<file path="src/rtl/pipe_ctrl_pkg.sv">
// pipe_ctrl_pkg: shared types, stage indices and redirect patterns for the pipeline controller
package pipe_ctrl_pkg;
   typedef enum logic [1:0] {RUN, HOLD, DRAIN} ctrl_state_t;
   typedef enum logic [1:0] {NONE, BR, TRAP} redir_kind_t;
   localparam int STG_FD = 0;
   localparam int STG_DE = 1;
   localparam int STG_EM = 2;
   localparam int STG_MW = 3;
   // {en[3:0], flush[3:0], pc_en}; a branch keeps EM/MW moving, a trap squashes everything
   function automatic logic [8:0] redir_pat(input redir_kind_t k);
      return (k == TRAP) ? 9'b0000_1111_1 : 9'b1100_0011_1;
   endfunction
endpackage

</file>
<file path="src/rtl/pipe_ctrl_sat_counter.sv">
// sat_counter: saturating up-counter, holds at all-ones instead of wrapping
module sat_counter #(
   parameter int W = 16
) (
   input  logic         clk,
   input  logic         reset,
   input  logic         inc,
   output logic [W-1:0] count
);
   // count up on inc until every bit is set
   always_ff @(posedge clk)
      if (reset) count <= '0;
      else if (inc && !(&count)) count <= count + 1'b1;
endmodule

</file>
<file path="src/rtl/pipe_ctrl.sv">
// pipe_ctrl: stall/flush sequencer for the four pipeline registers and the PC
module pipe_ctrl
   import pipe_ctrl_pkg::*;
#(
   parameter int STALL_CNT_W = 16
) (
   input  logic                   clk,
   input  logic                   reset,
   input  logic                   i_busy,
   input  logic                   ex_busy,
   input  logic                   load_use,
   input  logic                   d_busy,
   input  logic                   br_redirect,
   input  logic                   trap,
   output logic [3:0]             en,
   output logic [3:0]             flush,
   output logic                   pc_en,
   output logic                   redirect_pending,
   output logic [STALL_CNT_W-1:0] stall_cycles
);
   ctrl_state_t state_q, state_d;
   redir_kind_t kind_q, kind_d, req_kind, rel_kind;
   assign req_kind = trap ? TRAP : (br_redirect ? BR : NONE);
   assign rel_kind = trap ? TRAP : kind_q;
   // priority decode: reset, then held/draining redirects, then fresh redirect over the stall table
   always_comb begin
      state_d = state_q;
      kind_d = kind_q;
      redirect_pending = 1'b0;
      {en, flush, pc_en} = d_busy   ? 9'b0000_0000_0 :
                           ex_busy  ? 9'b1000_0100_0 :
                           load_use ? 9'b1100_0010_0 :
                           i_busy   ? 9'b1110_0001_0 : 9'b1111_0000_1;
      if (reset) begin
         {en, flush, pc_en} = 9'b0000_1111_0;
      end else if (state_q == HOLD) begin
         if (d_busy) begin
            redirect_pending = 1'b1;
            kind_d = rel_kind;
         end else begin
            {en, flush, pc_en} = redir_pat(rel_kind);
            kind_d = NONE;
            state_d = i_busy ? DRAIN : RUN;
         end
      end else if (state_q == DRAIN) begin
         flush[STG_FD] = 1'b1;
         pc_en = 1'b0;
         if (trap && d_busy) begin
            redirect_pending = 1'b1;
            kind_d = TRAP;
            state_d = HOLD;
         end else if (trap) begin
            {en, flush, pc_en} = redir_pat(TRAP);
         end else if (!i_busy) begin
            state_d = RUN;
         end
      end else if (req_kind != NONE) begin
         if (d_busy) begin
            redirect_pending = 1'b1;
            kind_d = req_kind;
            state_d = HOLD;
         end else begin
            {en, flush, pc_en} = redir_pat(req_kind);
            state_d = i_busy ? DRAIN : RUN;
         end
      end
   end
   // state and latched redirect kind; reset abandons any latched redirect
   always_ff @(posedge clk)
      if (reset) begin
         state_q <= RUN;
         kind_q <= NONE;
      end else begin
         state_q <= state_d;
         kind_q <= kind_d;
      end
   sat_counter #(.W(STALL_CNT_W)) u_stall (
      .clk   (clk),
      .reset (reset),
      .inc   (~pc_en),
      .count (stall_cycles)
   );
endmodule

</file>
<file path="config.mk">
export PLATFORM = sky130hd
export DESIGN_NAME = pipe_ctrl
export DESIGN_NICKNAME = d
export VERILOG_FILES = /design/src/rtl/pipe_ctrl_pkg.sv /design/src/rtl/pipe_ctrl_sat_counter.sv /design/src/rtl/pipe_ctrl.sv
export SDC_FILE = /design/constraint.sdc
export NUM_CORES = 1
export LEC_CHECK = 0
export CORE_MARGIN = 2
export CORE_UTILIZATION = 44
export DETAILED_ROUTE_END_ITERATION = 7
export PLACE_DENSITY = 0.78
export SLEW_MARGIN = 10
export SYNTH_ARGS = -nofsm -noshare
export SYNTH_HDL_FRONTEND = slang
export SYNTH_SLANG_ARGS = --single-unit
</file>
<file path="constraint.sdc">
create_clock -name clk -period 2.3 [get_ports clk]
set_clock_uncertainty 0.15 [all_clocks]
set_input_delay 0.23 -clock clk [delete_from_list [all_inputs] [get_ports clk]]
set_output_delay 0.23 -clock clk [all_outputs]
set_load 0.05 [all_outputs]
</file>
==> results of run 1 <==
==> stage by stage <==
stage                     utilization  setup TNS (ns)  setup slack [ns]  power, W
after floorplan                     -          -0.155            -0.155  0.000530
after global placement          0.678           -2.83            -0.206  0.000633
after detailed placement        0.678           -3.59            -0.250  0.000645
after CTS                       0.714               0            0.0169  0.000862
after global routing            0.739          -0.124           -0.0323  0.000922
final                           0.739               0            0.0105  0.000885
==> what timing repair did <==
action | in CTS | in global routing
setup buffers | 4 | 5
resized for setup | 15 | 6
pin swaps | 3 | 5
setup endpoints to repair | 10 | 12
==> worst register-to-register path, cell delays in order (launching register included) <==
cell,delay [ns]
dfxtp_2,0.35
inv_1,0.06
ha_2,0.18
nor2b_1,0.08
nor3_4,0.18
o32ai_2,0.10
buf_4,0.17
buf_4,0.14
buf_4,0.15
nor4_4,0.30
mux2_4,0.32
==> routing by layer <==
| metal | wire length [um] | track usage | part of all wire | up-vias |
|---|---|---|---|---|
| met2 | 2240 | 0.400 | 0.53 | 28 |
| met5 | 0 | 0 | 0 | - |
| li1 | - | - | - | 745 |
| met4 | 43 | 0.0877 | 0.010 | 0 |
| met3 | 142 | 0.0480 | 0.034 | 6 |
| met1 | 1800 | 0.302 | 0.43 | 770 |
==> power groups by stage <==
stage | Clock [W] | Sequential [W] | Combinational (W)
6_report | 0.000211 | 0.000368 | 0.000306
5_1_grt | 0.000229 | 0.000370 | 0.000323
4_1_cts | 0.000211 | 0.000368 | 0.000284
3_5_place_dp | 0 | 0.000375 | 0.000270
3_3_place_gp | 0 | 0.000373 | 0.000260
2_1_floorplan | 0 | 0.000389 | 0.000141
==> cell type report <==
cell class,count,area (sq um),share of cell area
inverter,4,15.0,0.00719
timing repair buffer,60,639,0.306
sequential,20,408,0.195
tap,31,38.8,0.0186
multi-input combinational,136,952,0.456
clock buffer,4,36.3,0.0174
==> worst paths after layout <==
check | end | slack (ns) | cells after the start
max | pc_en | 0.01 | 7
min | state_q[1]$_SDFFE_PP0P_ | 0.33 | 2
max reg2reg | u_stall.count[6]$_SDFFE_PP0P_ | 0.05 | 10
min reg2reg | state_q[1]$_SDFFE_PP0P_ | 0.33 | 2
==> flip-flops by register name, summed over array words and instances, names as in the netlist <==
name / flops
state_q: 2
u_stall.count: 16
kind_q: 2
==> synthesized netlist by cell type (all sizes together) <==
master / n / area, sq um
a2111oi: 1 / 8.76
a21boi: 1 / 7.51
a21oi: 21 / 105
a31o: 1 / 8.76
and3: 2 / 12.5
and3b: 1 / 8.76
and4: 1 / 8.76
buf: 4 / 37.5
clkbuf: 8 / 30.0
dfxtp: 20 / 400
ha: 3 / 37.5
inv: 4 / 15.0
mux2: 4 / 48.8
mux2i: 1 / 10.0
nand2: 12 / 45.0
nand2b: 1 / 6.26
nand3: 6 / 30.0
nand3b: 1 / 7.51
nand4: 2 / 12.5
nor2: 18 / 70.1
nor2b: 6 / 37.5
nor3: 1 / 5.00
nor3b: 2 / 15.0
nor4: 5 / 31.3
nor4b: 1 / 8.76
o2111ai: 1 / 8.76
o211ai: 1 / 7.51
o21ai: 12 / 60.1
o21ba: 1 / 10.0
o21bai: 2 / 15.0
o22ai: 1 / 6.26
o31ai: 4 / 30.0
o32ai: 1 / 16.3
o41ai: 3 / 26.3
or2: 2 / 12.5
or3: 7 / 48.8
or3b: 1 / 8.76
or4: 7 / 56.3
or4b: 2 / 20.0
==> logic make-up (layout without fill, tap and decap cells) <==
kind of cell,Yosys count,count (layout)
adder cells (fa/ha/maj),3,3
multiplexers,5,5
buffers and inverters,16,68
AO/OA/AOI/OAI,50,50
AND/OR/NAND/NOR,78,78
flip-flops,20,20
==> summary.txt, run 1 <==
Status = finished clean
Crit end category = output pin
Critical Path RT = 1.92 ns
CP Launch Type = primary input
Vias = 1549
Placed instance count = 242
Crit path DAT = 1.91 ns
Period minus WS final = 2.29 ns
Filler cell count = 204
Period utilization = 0.995
Die ar. = 3490 sq um
WL/cell = 16.6 um
Tightest Hold Check Type = register to register
Row cnt = 19
CTS Sinks = 20
RSZ-0062 raised after global routing = true
CTS Buf Count = 3
Synth Area in Compound Gates = 0.232
Commonest non-fill, non-tap cell in the layout = buf_4
Critical-path cell list = dlygate4sd2_1 > or4_4 > or3_4 > o32ai_2 > buf_4 > buf_12 > buf_12
Slew headroom = 0.662
Initial DRC count = 95
Worst Setup SP = load_use
Final setup viols = 0
Vias/cell = 6.07
Final hold violations = 0
Main combinational cell family by area after synthesis = simple AND/OR/NAND/NOR gates
Clock buffer depth = 2
Crit-path max cell delay = 0.53 ns
Cells after synthesis = 172
Slowest cell on the critical path = or4_4
Sw Ratio = 0.328
Largest net degree at the start of global routing = 31
Number of synthesized register bits = 20
Routed wire length = 4220 um
Min-delay src = state_q[1]$_SDFFE_PP0P_
CTS tree = done
Layout net count = 236
Pwr dens = 423 nW/um^2
Total GRT Usage = 0.239
Clk_lat worst skew = 0.31 ns
Mux cell area share after synthesis = 0.0440
Post-DRT Antenna Nets = 0
GRT Residual Overflow = 0
Yosys cell types = 46
Hold_ws = 0.329 ns
Most used cell, CP = buf_12
Clk pwr share = 0.238
DRC = 0
Xor/xnor share of the synthesized area = 0
Buf/Inv on CP = 4
Die height = 59.1 um
IO Port Bufs = 33
Register area share after synthesis = 0.300
Diodes inserted = 0
CP max FO = 4
Hold buffer count at cts = 0
Critical path class = primary input to output pin
Gate power share = 0.346
Crit path max-delay family = simple AND/OR/NAND/NOR gates
R2R Path Start = state_q[0]$_SDFFE_PP0P_
Synth Area in Simple Gates = 0.334
CTS clock-pin slew for the worst setup and hold paths = 0.11 ns
GP Congestion = 0.830
Drt first pass iters = 4
Netlist Area Pre-Place = 1340 sq um
LEAKAGE = 0.755 nW
Part of the power in registers = 0.416
Yosys warns = 0
Post-Syn Nets = 183
Most frequent cells in the layout = buf_4, a21oi_1, clkdlybuf4s50_1, nor2_1, dfxtp_1
Post-Synth Adder-Cell Area = 0.0281
Maximum VDD drop = 0.400 mV
H-tree lvl count = 1
Internal power = 0.000595 W
Initial antenna violation count = 0
First-pass GRT wire length = 6430 um
Psw = 0.000290 W
Cell Area, Placed = 1920 sq um
Final HPWL DP = 2780 um
Cell area after layout = 2090 sq um
Die span in x = 59.1 um
Mean Syn Cell Area = 7.76 sq um
Vias in the first global route = 1434
IO Pins = 34
Share of cells above drive strength 1 = 0.321
Final Non-Filler Cells = 255
Max cap viols = 0
CORE AREA = 2830 sq um
Worst-margin pin slew = 0.505 ns
Starting Density = 0.472
Fmax = 437 MHz
Synthesis-to-finish area growth = 56.5%
Final Max Tran Viols = 0
Root Buffer = clkbuf_4
Note: power is estimated with default switching activity, not from simulation.
==> run 2, diff against run 1 <==
- ABC_AREA: default -> 1
- CAP_MARGIN: default -> 0
- CORE_UTILIZATION: 44 -> 46
==> summary.txt, run 2 <==
CORE AREA = 3360 sq um
Finished Core Util = 0.648
Status = finished clean
Largest register FFs = 16
Synthesis-to-finish area growth = 33.7%
Routed wire length = 4120 um
Cell Area, Placed = 2100 sq um
Hold buffer count at cts = 0
Vias = 1784
Yosys warns = 0
Post-DRT Antenna Nets = 0
Yosys cell types = 32
First-pass GRT wire length = 7010 um
RSZ-0062 raised after global routing = false
Worst-margin pin slew = 0.495 ns
Mean Syn Cell Area = 6.22 sq um
Critical path class = register to output pin
Fmax = 457 MHz
WL/cell = 12.0 um
Buf/Inv on CP = 4
Most frequent cells in the layout = nand2_1, nor2_1, inv_1, nand3_1, clkdlybuf4s50_1
Filler cell count = 320
CTS Buf Count = 3
Async set-or-reset flop fraction in the synthesized netlist = 0
Most common cell in the netlist = nand2_1
Period minus WS final = 2.19 ns
Share of cells above drive strength 1 = 0.171
Final setup viols = 0
Total GRT Usage = 0.213
Maximum VDD drop = 0.267 mV
Final TNS setup = 0 ns
Final Max Tran Viols = 0
CP max FO = 6
Crit path max-delay family = buffers and inverters
CP Launch Type = register
Die span in x = 63.5 um
Vias in the first global route = 1646
Largest Register = u_stall.count
Largest net degree at the start of global routing = 17
Top post-synthesis cells by area = dfxtp_1, nand2_1, nand3_1
Yosys top cell by area = dfxtp_1
Root Buffer = clkbuf_4
Starting Density = 0.485
Number of synthesized register bits = 20
Pre-CTS WS = 0.177 ns
Critical Path RT = 1.92 ns
IO Port Bufs = 33
IO Pins = 34
LEAKAGE = 0.857 nW
Drt first pass iters = 4
Die height = 63.5 um
GP Congestion = 0.899
DRC = 0
Tightest Hold Check Type = register to register
Main synth FF type = dfxtp_1
Initial DRC count = 106
Final HPWL DP = 3110 um
CTS Sinks = 20
Regs by FF count = u_stall.count x16, kind_q x2, state_q x2
Post-synth top cells = nand2_1, inv_1, nor2_1, nand3_1, dfxtp_1
Diodes inserted = 0
Pwr dens = 436 nW/um^2
Crit end category = output pin
Slew headroom = 0.669
Post-Syn Nets = 273
Crit-path max cell delay = 0.38 ns
Row cnt = 21
Initial antenna violation count = 0
EDFF count, synth = 0
Final hold violations = 0
Final worst-path setup slack = 0.110 ns
Cells after synthesis = 262
Hold_ws = 0.308 ns
Die ar. = 4040 sq um
Critical-path cell list = inv_1 > ha_1 > inv_2 > buf_4 > a2111oi_4 > buf_12
Crit path DAT = 1.81 ns
Netlist Area Pre-Place = 1630 sq um
Layout net count = 310
CTS clock-pin slew for the worst setup and hold paths = 0.11 ns
Clock buffer depth = 2
Slowest cell on the critical path = a2111oi_4
CTS tree = done
Vias/cell = 5.19
Max cap viols = 0
Period utilization = 0.952
Cell area after layout = 2180 sq um
Yosys top cell area share = 0.246
H-tree lvl count = 1
Clk_lat worst skew = 0.32 ns
Register area share after synthesis = 0.246
GRT Residual Overflow = 0
Commonest non-fill, non-tap cell in the layout = nand2_1
run 2: changes by cell type after synthesis, moves of 6 or more:
cell / change
a21oi_1: -7
clkbuf_1: -7
inv_1: +25
nand2_1: +60
nand3_1: +19
nor2_1: +12
nor2b_1: -6
o21ai_0: +7
or3_1: -6
or4_1: -6
run 2: per-stage QoR:
stage	total power [W]	cells
floorplan	0.000611	262
global placement	0.000728	338
detailed placement	0.000729	338
CTS	0.000941	342
global route	0.00100	344
finish	0.000950	344
run 2: final cells by class:
cell class,count,area (sq um),share of cell area
well taps,46,57.6,0.0264
multi-input cells,202,1100,0.504
flip-flops and latches,20,400,0.184
repair buffers,39,463,0.212
inverters,33,124,0.0568
clock buffers,4,36.3,0.0166
run 2: cell families after synthesis:
family / count (synthesis) / synth area share
AND/OR/NAND/NOR: 156 / 0.462
AO/OA/AOI/OAI: 40 / 0.147
buffers and inverters: 40 / 0.106
flip-flops: 20 / 0.246
XOR/XNOR: 3 / 0.0161
adder cells (fa/ha/maj): 3 / 0.0230
run 2: path summary, 6_finish.rpt:
check	from	endpoint	slack (ns)	depth (start not counted)
worst min register to register	kind_q[1]$_SDFFE_PP0P_	kind_q[1]$_SDFFE_PP0P_	0.31	2
worst max-delay path	state_q[0]$_SDFFE_PP0P_	en[0]	0.11	6
worst min-delay path	kind_q[1]$_SDFFE_PP0P_	kind_q[1]$_SDFFE_PP0P_	0.31	2
worst max register to register	state_q[1]$_SDFFE_PP0P_	u_stall.count[13]$_SDFFE_PP0P_	0.32	10
run 2: where the power goes:
group | internal, W | total, W | switching, W
clock | 0.0000968 | 0.000215 | 0.000118
sequential | 0.000364 | 0.000381 | 0.0000171
combinational | 0.000134 | 0.000355 | 0.000221
run 2: worst register-to-register path, delay by kind of cell (launching register included):
family	cells	cell delay [ns]
buffers and inverters	2	0.24
AOI/OAI and AO/OA	1	0.12
and+or+nand+nor	6	0.76
DFF	1	0.34
adders and majority gates	1	0.30
run 2: routing by layer:
layer / track usage / wire length, um
met3: 0.0375 / 238
met1: 0.241 / 1710
met4: 0.0924 / 97
met2: 0.387 / 2070
met5: 0 / 0
run 2: what timing repair did:
item	in CTS	in global routing
endpoints found under the setup margin	1	7
pin swaps	0	1
endpoints found under the hold margin	0	0
gates resized for setup	1	3
buffers inserted	0	2
==> run 3, diff against run 2 <==
- TNS_END_PERCENT: default -> 20
==> summary.txt, run 3 (synthesis gave the netlist of run 2 again) <==
Tightest Hold Check Type = register to register
GP Congestion = 1.03
Largest Register = u_stall.count
H-tree lvl count = 1
Clk_lat worst skew = 0.31 ns
Drt first pass iters = 4
R2R Path Start = state_q[1]$_SDFFE_PP0P_
Period minus WS final = 2.24 ns
R2R Setup Slk = 0.31 ns
Die ar. = 4040 sq um
DRC = 0
Slew headroom = 0.659
Crit path DAT = 1.86 ns
Cell Area, Placed = 2100 sq um
IO Pins = 34
Status = finished clean
CP max FO = 10
Final Max Tran Viols = 0
CTS clock-pin slew for the worst setup and hold paths = 0.13 ns
Cell area after layout = 2180 sq um
GRT Residual Overflow = 0
Total Power = 0.00103 W
Vias/cell = 5.34
CTS Sinks = 20
Max cap viols = 0
Vias in the first global route = 1649
Area of the multi-input gates = 1090 sq um
Worst setup path end = en[1]
Final setup viols = 0
CORE AREA = 3360 sq um
Vias = 1831
Largest register FFs = 16
Initial DRC count = 117
First-pass GRT wire length = 7180 um
Synthesis-to-finish area growth = 33.6%
Clock buffer depth = 2
Regs by FF count = u_stall.count x16, kind_q x2, state_q x2
Final HPWL DP = 3230 um
Post-CTS Setup Inserts = 0
Hold buffer count at cts = 0
Commonest non-fill, non-tap cell in the layout = nand2_1
R2R cell count = 10
Largest net degree at the start of global routing = 17
Reg2reg end = u_stall.count[13]$_SDFFE_PP0P_
Maximum VDD drop = 0.236 mV
Critical path class = register to output pin
Filler cell count = 324
Fmax = 446 MHz
Initial antenna violation count = 0
CTS Buf Count = 3
Diodes inserted = 0
Worst-margin pin slew = 0.509 ns
Sequential cell area = 400 sq um
CTS tree = done
Layout net count = 309
Starting Density = 0.485
Die height = 63.5 um
CP Launch Type = register
RSZ-0062 raised after global routing = true
Critical Path RT = 1.92 ns
Share of cells above drive strength 1 = 0.165
Die span in x = 63.5 um
Root Buffer = clkbuf_4
Worst Setup SP = state_q[1]$_SDFFE_PP0P_
Finished Core Util = 0.648
Final hold violations = 0
Total GRT Usage = 0.217
WL/cell = 12.7 um
Row cnt = 21
IO Port Bufs = 33
Period utilization = 0.975
Post-DRT Antenna Nets = 0
LEAKAGE = 0.867 nW
Most frequent cells in the layout = nand2_1, inv_1, nor2_1, nand3_1, clkdlybuf4s50_1
Crit end category = output pin
Final TNS setup = 0 ns
Pwr dens = 471 nW/um^2
Routed wire length = 4350 um
run 3: changes by cell type in the layout (fill, tap and decap cells not counted), sizes merged:
cell	delta
buf	-1
bufinv	+1
clkbuf	-1
clkdlybuf4s50	-1
dlymetal6s2s	+1
run 3: how the worst min path moves through the flow:
stage | startpoint | to | slack, ns | cells after the start
finish | kind_q[1]$_SDFFE_PP0P_ | kind_q[1]$_SDFFE_PP0P_ | 0.31 | 2
global route | kind_q[1]$_SDFFE_PP0P_ | kind_q[1]$_SDFFE_PP0P_ | 0.34 | 2
CTS | kind_q[1]$_SDFFE_PP0P_ | kind_q[1]$_SDFFE_PP0P_ | 0.31 | 2
detailed placement | kind_q[1]$_SDFFE_PP0P_ | kind_q[1]$_SDFFE_PP0P_ | 0.30 | 2
global placement | kind_q[1]$_SDFFE_PP0P_ | kind_q[1]$_SDFFE_PP0P_ | 0.29 | 2
floorplan | i_busy | state_q[1]$_SDFFE_PP0P_ | 0.24 | 2
run 3: critical path, cell delays in order, from the launching register on:
cell	delay [ns]
dfxtp_1	0.38
inv_1	0.06
ha_2	0.24
nor2_2	0.13
inv_1	0.11
nor4_1	0.33
buf_4	0.18
buf_12	0.12
run 3: power by group:
| part | switching, W | total (W) | internal, W |
|---|---|---|---|
| Combinational | 0.000219 | 0.000349 | 0.000130 |
| Sequential | 0.0000170 | 0.000381 | 0.000364 |
| Clock | 0.000119 | 0.000295 | 0.000176 |
| Total | 0.000355 | 0.00103 | 0.000670 |
run 3: repair_timing:
item                                    4_1_cts  5_1_grt
hold endpoints to repair                      0        0
endpoints found under the setup margin        4        3
gates resized for setup                       2        4
run 3: cell type report:
class | count | share of cell area
inverter | 33 | 0.0569
clock buffer | 3 | 0.0103
tap | 46 | 0.0264
timing repair buffer | 38 | 0.210
multi-input combinational | 202 | 0.499
sequential | 20 | 0.184
clock inverter | 1 | 0.0138
run 3: routing by layer:
layer  vias to the layer above  part of all wire  track usage
met5                         -                 0            0
met4                         0             0.019       0.0788
met3                        11             0.056       0.0321
met2                        61              0.52        0.397
met1                       832              0.41        0.253
li1                        927                 -            -
run 3: stage by stage:
stage | cells | setup slack (ns) | hold slack, ns
3_3_place_gp | 339 | 0.134 | 0.288
6_report | 343 | 0.0582 | 0.312
2_1_floorplan | 262 | -0.463 | 0.244
4_1_cts | 343 | -0.0264 | 0.314
3_5_place_dp | 339 | 0.112 | 0.297
5_1_grt | 343 | -0.0207 | 0.337
